**src/rtl/mmio_bridge.sv**
```systemverilog
// Data-memory bridge: passes RAM traffic through and maps a small
// peripheral block (buttons, LEDs, countdown timer) into one MMIO page.
module mmio_bridge #(
  parameter int          NUM_BTN         = 4,
  parameter int          NUM_LED         = 4,
  parameter logic [19:0] MMIO_BASE       = 20'h00001,
  parameter int          DEBOUNCE_CYCLES = 16
) (
  input  logic               clock,
  input  logic               reset,
  input  logic               wren,
  input  logic [31:0]        address_dmem,
  input  logic [31:0]        data,
  output logic [31:0]        q_dmem,
  output logic               ram_wEn,
  output logic [11:0]        ram_addr,
  output logic [31:0]        ram_dataIn,
  input  logic [31:0]        ram_dataOut,
  input  logic [NUM_BTN-1:0] buttons,
  output logic [NUM_LED-1:0] leds,
  output logic               timer_done
);

  localparam int CW = $clog2(DEBOUNCE_CYCLES + 1);
  localparam logic [CW-1:0] CNT_MAX = CW'(DEBOUNCE_CYCLES);

  typedef enum logic [1:0] {
    SRC_NONE,
    SRC_RAM,
    SRC_MMIO
  } src_e;

  logic sel_ram;
  logic sel_mmio;
  logic reg_hit;
  logic [2:0] offset;

  assign sel_ram  = address_dmem[31:12] == 20'd0;
  assign sel_mmio = address_dmem[31:12] == MMIO_BASE;
  assign reg_hit  = sel_mmio && (address_dmem[11:3] == 9'd0);
  assign offset   = address_dmem[2:0];

  assign ram_addr   = address_dmem[11:0];
  assign ram_dataIn = data;
  assign ram_wEn    = wren & sel_ram;

  logic wr_event;
  logic wr_led;
  logic wr_timer;
  logic wr_done;

  always_comb begin
    wr_event = 1'b0;
    wr_led   = 1'b0;
    wr_timer = 1'b0;
    wr_done  = 1'b0;
    if (wren && reg_hit) begin
      unique case (offset)
        3'd1:    wr_event = 1'b1;
        3'd2:    wr_led   = 1'b1;
        3'd3:    wr_timer = 1'b1;
        3'd4:    wr_done  = 1'b1;
        default: ;
      endcase
    end
  end

  logic [NUM_BTN-1:0] sync1;
  logic [NUM_BTN-1:0] sync2;
  logic [NUM_BTN-1:0] level;
  logic [NUM_BTN-1:0] level_next;
  logic [NUM_BTN-1:0] events;
  logic [NUM_BTN-1:0] events_next;
  logic [CW-1:0]      cnt      [NUM_BTN];
  logic [CW-1:0]      cnt_next [NUM_BTN];

  always_comb begin
    level_next = level;
    for (int i = 0; i < NUM_BTN; i++) begin
      cnt_next[i] = '0;
      if (sync2[i] != level[i]) begin
        cnt_next[i] = cnt[i] + 1'b1;
        if (cnt_next[i] == CNT_MAX) begin
          level_next[i] = sync2[i];
          cnt_next[i]   = '0;
        end
      end
    end
  end

  // Rising edges of the debounced level win over a same-cycle W1C.
  always_comb begin
    events_next = events;
    if (wr_event) events_next = events & ~data[NUM_BTN-1:0];
    events_next = events_next | (level_next & ~level);
  end

  logic [NUM_LED-1:0] led_reg;
  logic [31:0]        timer;
  logic               done;
  logic               done_set;

  assign done_set = !wr_timer && (timer == 32'd1);

  logic [31:0] mmio_rdata;

  always_comb begin
    mmio_rdata = '0;
    if (reg_hit) begin
      unique case (offset)
        3'd0:    mmio_rdata = 32'(level);
        3'd1:    mmio_rdata = 32'(events);
        3'd2:    mmio_rdata = 32'(led_reg);
        3'd3:    mmio_rdata = timer;
        3'd4:    mmio_rdata = {31'd0, done};
        default: mmio_rdata = '0;
      endcase
    end
  end

  src_e        rd_src;
  logic [31:0] rd_val;

  always_ff @(posedge clock or negedge reset) begin
    if (!reset) begin
      sync1   <= '0;
      sync2   <= '0;
      level   <= '0;
      events  <= '0;
      led_reg <= '0;
      timer   <= '0;
      done    <= 1'b0;
      rd_src  <= SRC_NONE;
      rd_val  <= '0;
      for (int i = 0; i < NUM_BTN; i++) cnt[i] <= '0;
    end else begin
      sync1  <= buttons;
      sync2  <= sync1;
      level  <= level_next;
      events <= events_next;
      for (int i = 0; i < NUM_BTN; i++) cnt[i] <= cnt_next[i];
      if (wr_led) led_reg <= data[NUM_LED-1:0];
      if (wr_timer) timer <= data;
      else if (timer != 32'd0) timer <= timer - 32'd1;
      if (done_set) done <= 1'b1;
      else if (wr_done) done <= 1'b0;
      rd_src <= sel_ram ? SRC_RAM : (sel_mmio ? SRC_MMIO : SRC_NONE);
      rd_val <= mmio_rdata;
    end
  end

  always_comb begin
    unique case (rd_src)
      SRC_RAM:  q_dmem = ram_dataOut;
      SRC_MMIO: q_dmem = rd_val;
      default:  q_dmem = '0;
    endcase
  end

  assign leds       = led_reg;
  assign timer_done = done;

endmodule

```
**config.mk**
```make
export PLATFORM = sky130hd
export DESIGN_NAME = mmio_bridge
export DESIGN_NICKNAME = d
export VERILOG_FILES = /design/src/rtl/mmio_bridge.sv
export SDC_FILE = /design/constraint.sdc
export NUM_CORES = 1
export LEC_CHECK = 0
export ABC_AREA = 1
export CORE_MARGIN = 2
export CORE_UTILIZATION = 52
export DETAILED_ROUTE_END_ITERATION = 12
export PLACE_DENSITY = 0.86
export SLEW_MARGIN = 20
export SYNTH_ARGS = -nofsm -noshare
export SYNTH_HDL_FRONTEND = slang
export SYNTH_SLANG_ARGS = --single-unit
export TNS_END_PERCENT = 100
```
**constraint.sdc**
```tcl
create_clock -name clock -period 3.56 [get_ports clock]
set_input_delay 0.712 -clock clock [delete_from_list [all_inputs] [get_ports clock]]
set_output_delay 0.712 -clock clock [all_outputs]
set_load 0.01 [all_outputs]
```
After elaboration in Yosys (flattened, before gate mapping)
Index checks and enable logic that the tools add are counted.
Operators by class
  multiplexer cells: 34
  bitwise gates (word level): 6
  reduce and logical (&&, ||, !) cells: 10
  add/subtract/negate cells: 5
  eq/ne operators: 16
Operator list (number)
  32-bit one-hot mux with 5 select lines: 1
  32-bit two-way mux: 3
  32-bit one-hot mux with 2 select lines: 1
  5-bit two-way mux: 8
  32-bit by 1-bit equality test with 1-bit output (second input constant): 1
  32-bit nonzero test: 1
  32-bit by 1-bit subtractor with 32-bit output (second input constant): 1
  5-bit by 1-bit adder with 5-bit output (second input constant): 4
  20-bit by 1-bit equality test with 1-bit output (second input constant): 1
  5-bit equality test (second input constant): 4
  20-bit logical NOT: 1
  1-bit two-way mux: 18
  9-bit logical NOT: 1
  4-bit AND: 2
  4-bit inverter: 2
  3-bit by 2-bit equality test with 1-bit output (second input constant): 2
  2-bit two-way mux: 2
  4-bit two-way mux: 1
  1-bit != test: 4
  4-bit bitwise OR: 1
  2-bit nonzero test: 2
  3-bit by 1-bit equality test with 1-bit output (second input constant): 1
  3-bit equality test (second input constant): 1
  1-bit logical AND: 3
  other kinds (5): 5
Word-level totals
  register bits after elaboration: 107
  input port bits: 103
  output and inout port bits: 82

Longest topological paths before layout
  word-level depth: 7
  mapped depth: 12
  depth with buffers taken out: 12

Worst setup path after synthesis
No wires, ideal clock.
  path kind: input port to output port
  start: input port wren
  end: output port ram_wEn
  data required time: 2848 ps
  data arrival time: 1525 ps
  stages: 3
  path slack: 1323 ps
  buffers on the path: 2
  cell sequence: buf_2 -> clkbuf_1 -> nor3b_1
Between the ends
  cells in the longest elaborated chain, start to end: 1
RTL lines
  start: declaration: RTL line 11  | input logic wren,
  1-bit AND: RTL line 45  | assign ram_wEn = wren & sel_ram;
  end: declaration: RTL line 15  | output logic ram_wEn,
No other way between the ends.

Worst setup path after layout
  start: input port address_dmem[17]
  end: output port ram_wEn
Between the ends
  cells in the longest elaborated chain, start to end: 2
RTL lines
  start: declaration: RTL line 12  | input logic [31:0] address_dmem,
  20-bit logical NOT: RTL line 38  | assign sel_ram = address_dmem[31:12] == 20'd0;
  1-bit AND: RTL line 45
No other way between the ends.

==> impl_metrics.sql <==
INSERT INTO impl_metrics (metric_group, metric, value, unit) VALUES
('status', 'status', 'finished clean', ''),
('pwr', 'switchingPower', '0.5823', 'mW'),
('clocking', 'cts.path.max_buffers', '2', ''),
('synth', 'synth-simple-area-share', '0.3367', ''),
('floorplanning', 'placement_rows', '40', ''),
('clocking', 'cts.htree.levels', '3', ''),
('synth', 'synth.avg_cell_area', '7.356', 'sq um'),
('synth', 'synth_compound_gate_area_share', '0.05161', ''),
('flow_run', 'cap_violations', '0', ''),
('setup_path', 'cp.arrival', '2300', 'ps'),
('min_path', 'min-delay-start', 'sync1[1]$_DFF_PN0_', ''),
('finish', 'finalNetCount', '1114', ''),
('global_route', 'initial_antenna_violation_count', '0', ''),
('setup_path', 'r2r_slack', '1390', 'ps'),
('setup_path', 'cp_data_required_time', '2850', 'ps'),
('finish', 'final_core_utilization', '0.6938', ''),
('pwr', 'net_sw_frac', '0.2334', ''),
('setup_path', 'timing.critical_path.to_type', 'output pin', ''),
('detailed_routing', 'route.detailed.drc', '0', ''),
('detailed_routing', 'final_antenna_net_count', '0', ''),
('timing', 'worst_slew_margin_rel', '0.5524', ''),
('setup_path', 'r2r.worst_path.cells', '9', ''),
('setup_path', 'critical_path_peak_fanout', '3', ''),
('synth', 'synthFlopType', 'sky130_fd_sc_hd__dfrtp_1', ''),
('synth', 'synthAdderAreaFrac', '0.01564', ''),
('placed_design', 'dp_slack', '527.4', 'ps'),
('synth', 'postSynthRegisterBits', '107', ''),
('detailed_routing', 'finalWirelength', '16520', 'um'),
('floorplanning', 'die_width', '114.9', 'um'),
('pwr', 'power-per-cell-area', '299.4', 'mW/mm^2'),
('pwr', 'design_power_total', '2.495', 'mW'),
('clocking', 'cts_tree', 'built', ''),
('pwr', 'comb_power_share', '0.111', ''),
('synth', 'ys_async_sr_fraction', '1.000', ''),
('timing', 'setup_tns', '0', 'ps'),
('timing', 'max_clock_freq', '331.7', 'MHz'),
('clocking', 'cts_post_setup_buffers_inserted', '0', ''),
('synth', 'synth_enable_flop_cells', '0', ''),
('placed_design', 'gp_congestion', '0.9939', ''),
('synth', 'synth_area', '0.006400', 'sq mm'),
('setup_path', 'critical_path.reg2reg.endpoint', 'timer[16]$_DFFE_PN0P_', ''),
('global_route', 'grt_pass1_wl', '26770', 'um'),
('global_route', 'globalRouteMet1Util', '0.3710', ''),
('setup_path', 'setup.worst_path.class', 'in -> out', ''),
('setup_path', 'timing.critical_path.from_type', 'input pin', ''),
('global_route', 'pin_count_of_the_biggest_net_entering_global_routing', '56', ''),
('pwr', 'clock_power_share', '0.393', ''),
('clocking', 'tritoncts.num_buffers', '9', ''),
('global_route', 'grt_met2_usage', '0.3973', ''),
('pwr', 'irDropWorstVdd', '192.2', 'uV'),
('min_path', 'hold_path_depth', '0', ''),
('floorplanning', 'number_of_primary_i_o_pins', '185', ''),
('synth', 'synth-warning-count', '0', ''),
('synth', 'synth_top_family_by_area', 'simple AND/OR/NAND/NOR gates', ''),
('finish', 'diodes', '0', ''),
('synth', 'post_synth_num_cell_types', '34', ''),
('setup_path', 'r2r_start', 'timer[0]$_DFFE_PN0P_', ''),
('floorplanning', 'die_height', '114.9', 'um'),
('timing', 'finClkSkew', '9.950', 'ps'),
('timing', 'period_needed', '3015', 'ps'),
('timing', 'hold_violations', '0', ''),
('clocking', 'ctsHoldBuffers', '0', ''),
('finish', 'areaGrowthSynthToFinish', '30.21', '%'),
('placed_design', 'dpl-instance-area', '0.008035', 'sq mm'),
('finish', 'stdcell_area', '0.008333', 'sq mm'),
('placed_design', 'port_buffers', '184', ''),
('pwr', 'share_seq_of_total_power', '0.497', ''),
('clocking', 'cts.repair.resized', '0', ''),
('finish', 'post_route_cells_drive_above_1_share', '0.06647', ''),
('pwr', 'power.static_leakage', '3.827', 'nW'),
('detailed_routing', 'avgViaCountPerCell', '5.189', '');
[worst max path at each step]
stage                     endpoint  slack, ps              from
after floorplan            ram_wEn       1320              wren
after global placement     ram_wEn        560  address_dmem[23]
after detailed placement   ram_wEn        530  address_dmem[17]
after CTS                  ram_wEn        530  address_dmem[17]
after global routing       ram_wEn        380  address_dmem[19]
final                      ram_wEn        550  address_dmem[17]
[critical path: stages]
cell and delay [ps]:
sky130_fd_sc_hd__clkdlybuf4s50_1 400, sky130_fd_sc_hd__nor2_1 110, sky130_fd_sc_hd__nand2_1 80, sky130_fd_sc_hd__nor2_2 140, sky130_fd_sc_hd__nand2_2 100, sky130_fd_sc_hd__nor3b_1 190, sky130_fd_sc_hd__clkdlybuf4s50_1 580
[synthesized netlist by cell type (2+ instances only)]
master	instances	area [sq um]
sky130_fd_sc_hd__a21oi_1	37	185.2
sky130_fd_sc_hd__buf_1	5	18.77
sky130_fd_sc_hd__buf_2	7	35.03
sky130_fd_sc_hd__buf_4	45	337.8
sky130_fd_sc_hd__buf_6	2	22.52
sky130_fd_sc_hd__clkbuf_1	13	48.80
sky130_fd_sc_hd__dfrtp_1	107	2678
sky130_fd_sc_hd__ha_1	8	100.1
sky130_fd_sc_hd__inv_1	94	352.8
sky130_fd_sc_hd__inv_2	11	41.29
sky130_fd_sc_hd__nand2_1	245	919.6
sky130_fd_sc_hd__nand2_2	9	56.30
sky130_fd_sc_hd__nand3_1	27	135.1
sky130_fd_sc_hd__nand3_2	2	20.02
sky130_fd_sc_hd__nand4_1	36	225.2
sky130_fd_sc_hd__nor2_1	102	382.9
sky130_fd_sc_hd__nor2_2	9	56.30
sky130_fd_sc_hd__nor2_4	4	45.04
sky130_fd_sc_hd__nor3_1	33	165.2
sky130_fd_sc_hd__nor3b_1	5	37.54
sky130_fd_sc_hd__o21ai_0	21	105.1
sky130_fd_sc_hd__o22ai_1	3	18.77
sky130_fd_sc_hd__or3_1	4	25.02
sky130_fd_sc_hd__xnor2_1	4	35.03
sky130_fd_sc_hd__xor2_1	28	245.2
[cell type report]
cell class                      instances  area [sq um]
Timing Repair Buffer                  194          1914
Clock buffer                           11         252.7
Tap cell                              147         183.9
Clock inverter                          5         45.04
Fill cell                             976          3679
Inverter                              105         394.1
Sequential cell                       107          2678
Multi-Input combinational cell        586          2865
[flip-flops by register name, summed over array words and instances, names as in the netlist]
register	count
cnt	20
timer_done	1
sync1	4
sync2	4
events	4
leds	4
rd_val	32
level	4
rd_src	2
timer	32
[placed cells by master (no fill, tap or decap), types with 21 or more instances in the layout]
cell                              instances
sky130_fd_sc_hd__nor2_1                 102
sky130_fd_sc_hd__nor3_1                  33
sky130_fd_sc_hd__dfrtp_1                107
sky130_fd_sc_hd__inv_1                   94
sky130_fd_sc_hd__clkdlybuf4s50_1        183
sky130_fd_sc_hd__nand2_1                245
sky130_fd_sc_hd__a21oi_1                 37
sky130_fd_sc_hd__xor2_1                  28
sky130_fd_sc_hd__o21ai_0                 21
sky130_fd_sc_hd__nand4_1                 36
sky130_fd_sc_hd__nand3_1                 27
[power by group through the flow]
stage	sequential, mW	combinational [mW]	clock, mW
2_1_floorplan	1.26	0.101	0
6_report	1.24	0.276	0.980
5_1_grt	1.24	0.301	1.03
3_3_place_gp	1.26	0.273	0
4_1_cts	1.24	0.279	0.986
3_5_place_dp	1.26	0.277	0
[metal layers]
layer,share of wire,vias to the layer above
li1,-,2960
met1,0.45,2738
met2,0.45,270
met3,0.080,25
met4,0.021,0
met5,0,-
[logic make-up after synthesis]
logic type | Yosys count
simple gates | 482
buf+inv | 177
flops | 107
compound gates | 64
xor+xnor | 32
fa+ha+maj | 8
(Power assumes the default switching activity.)
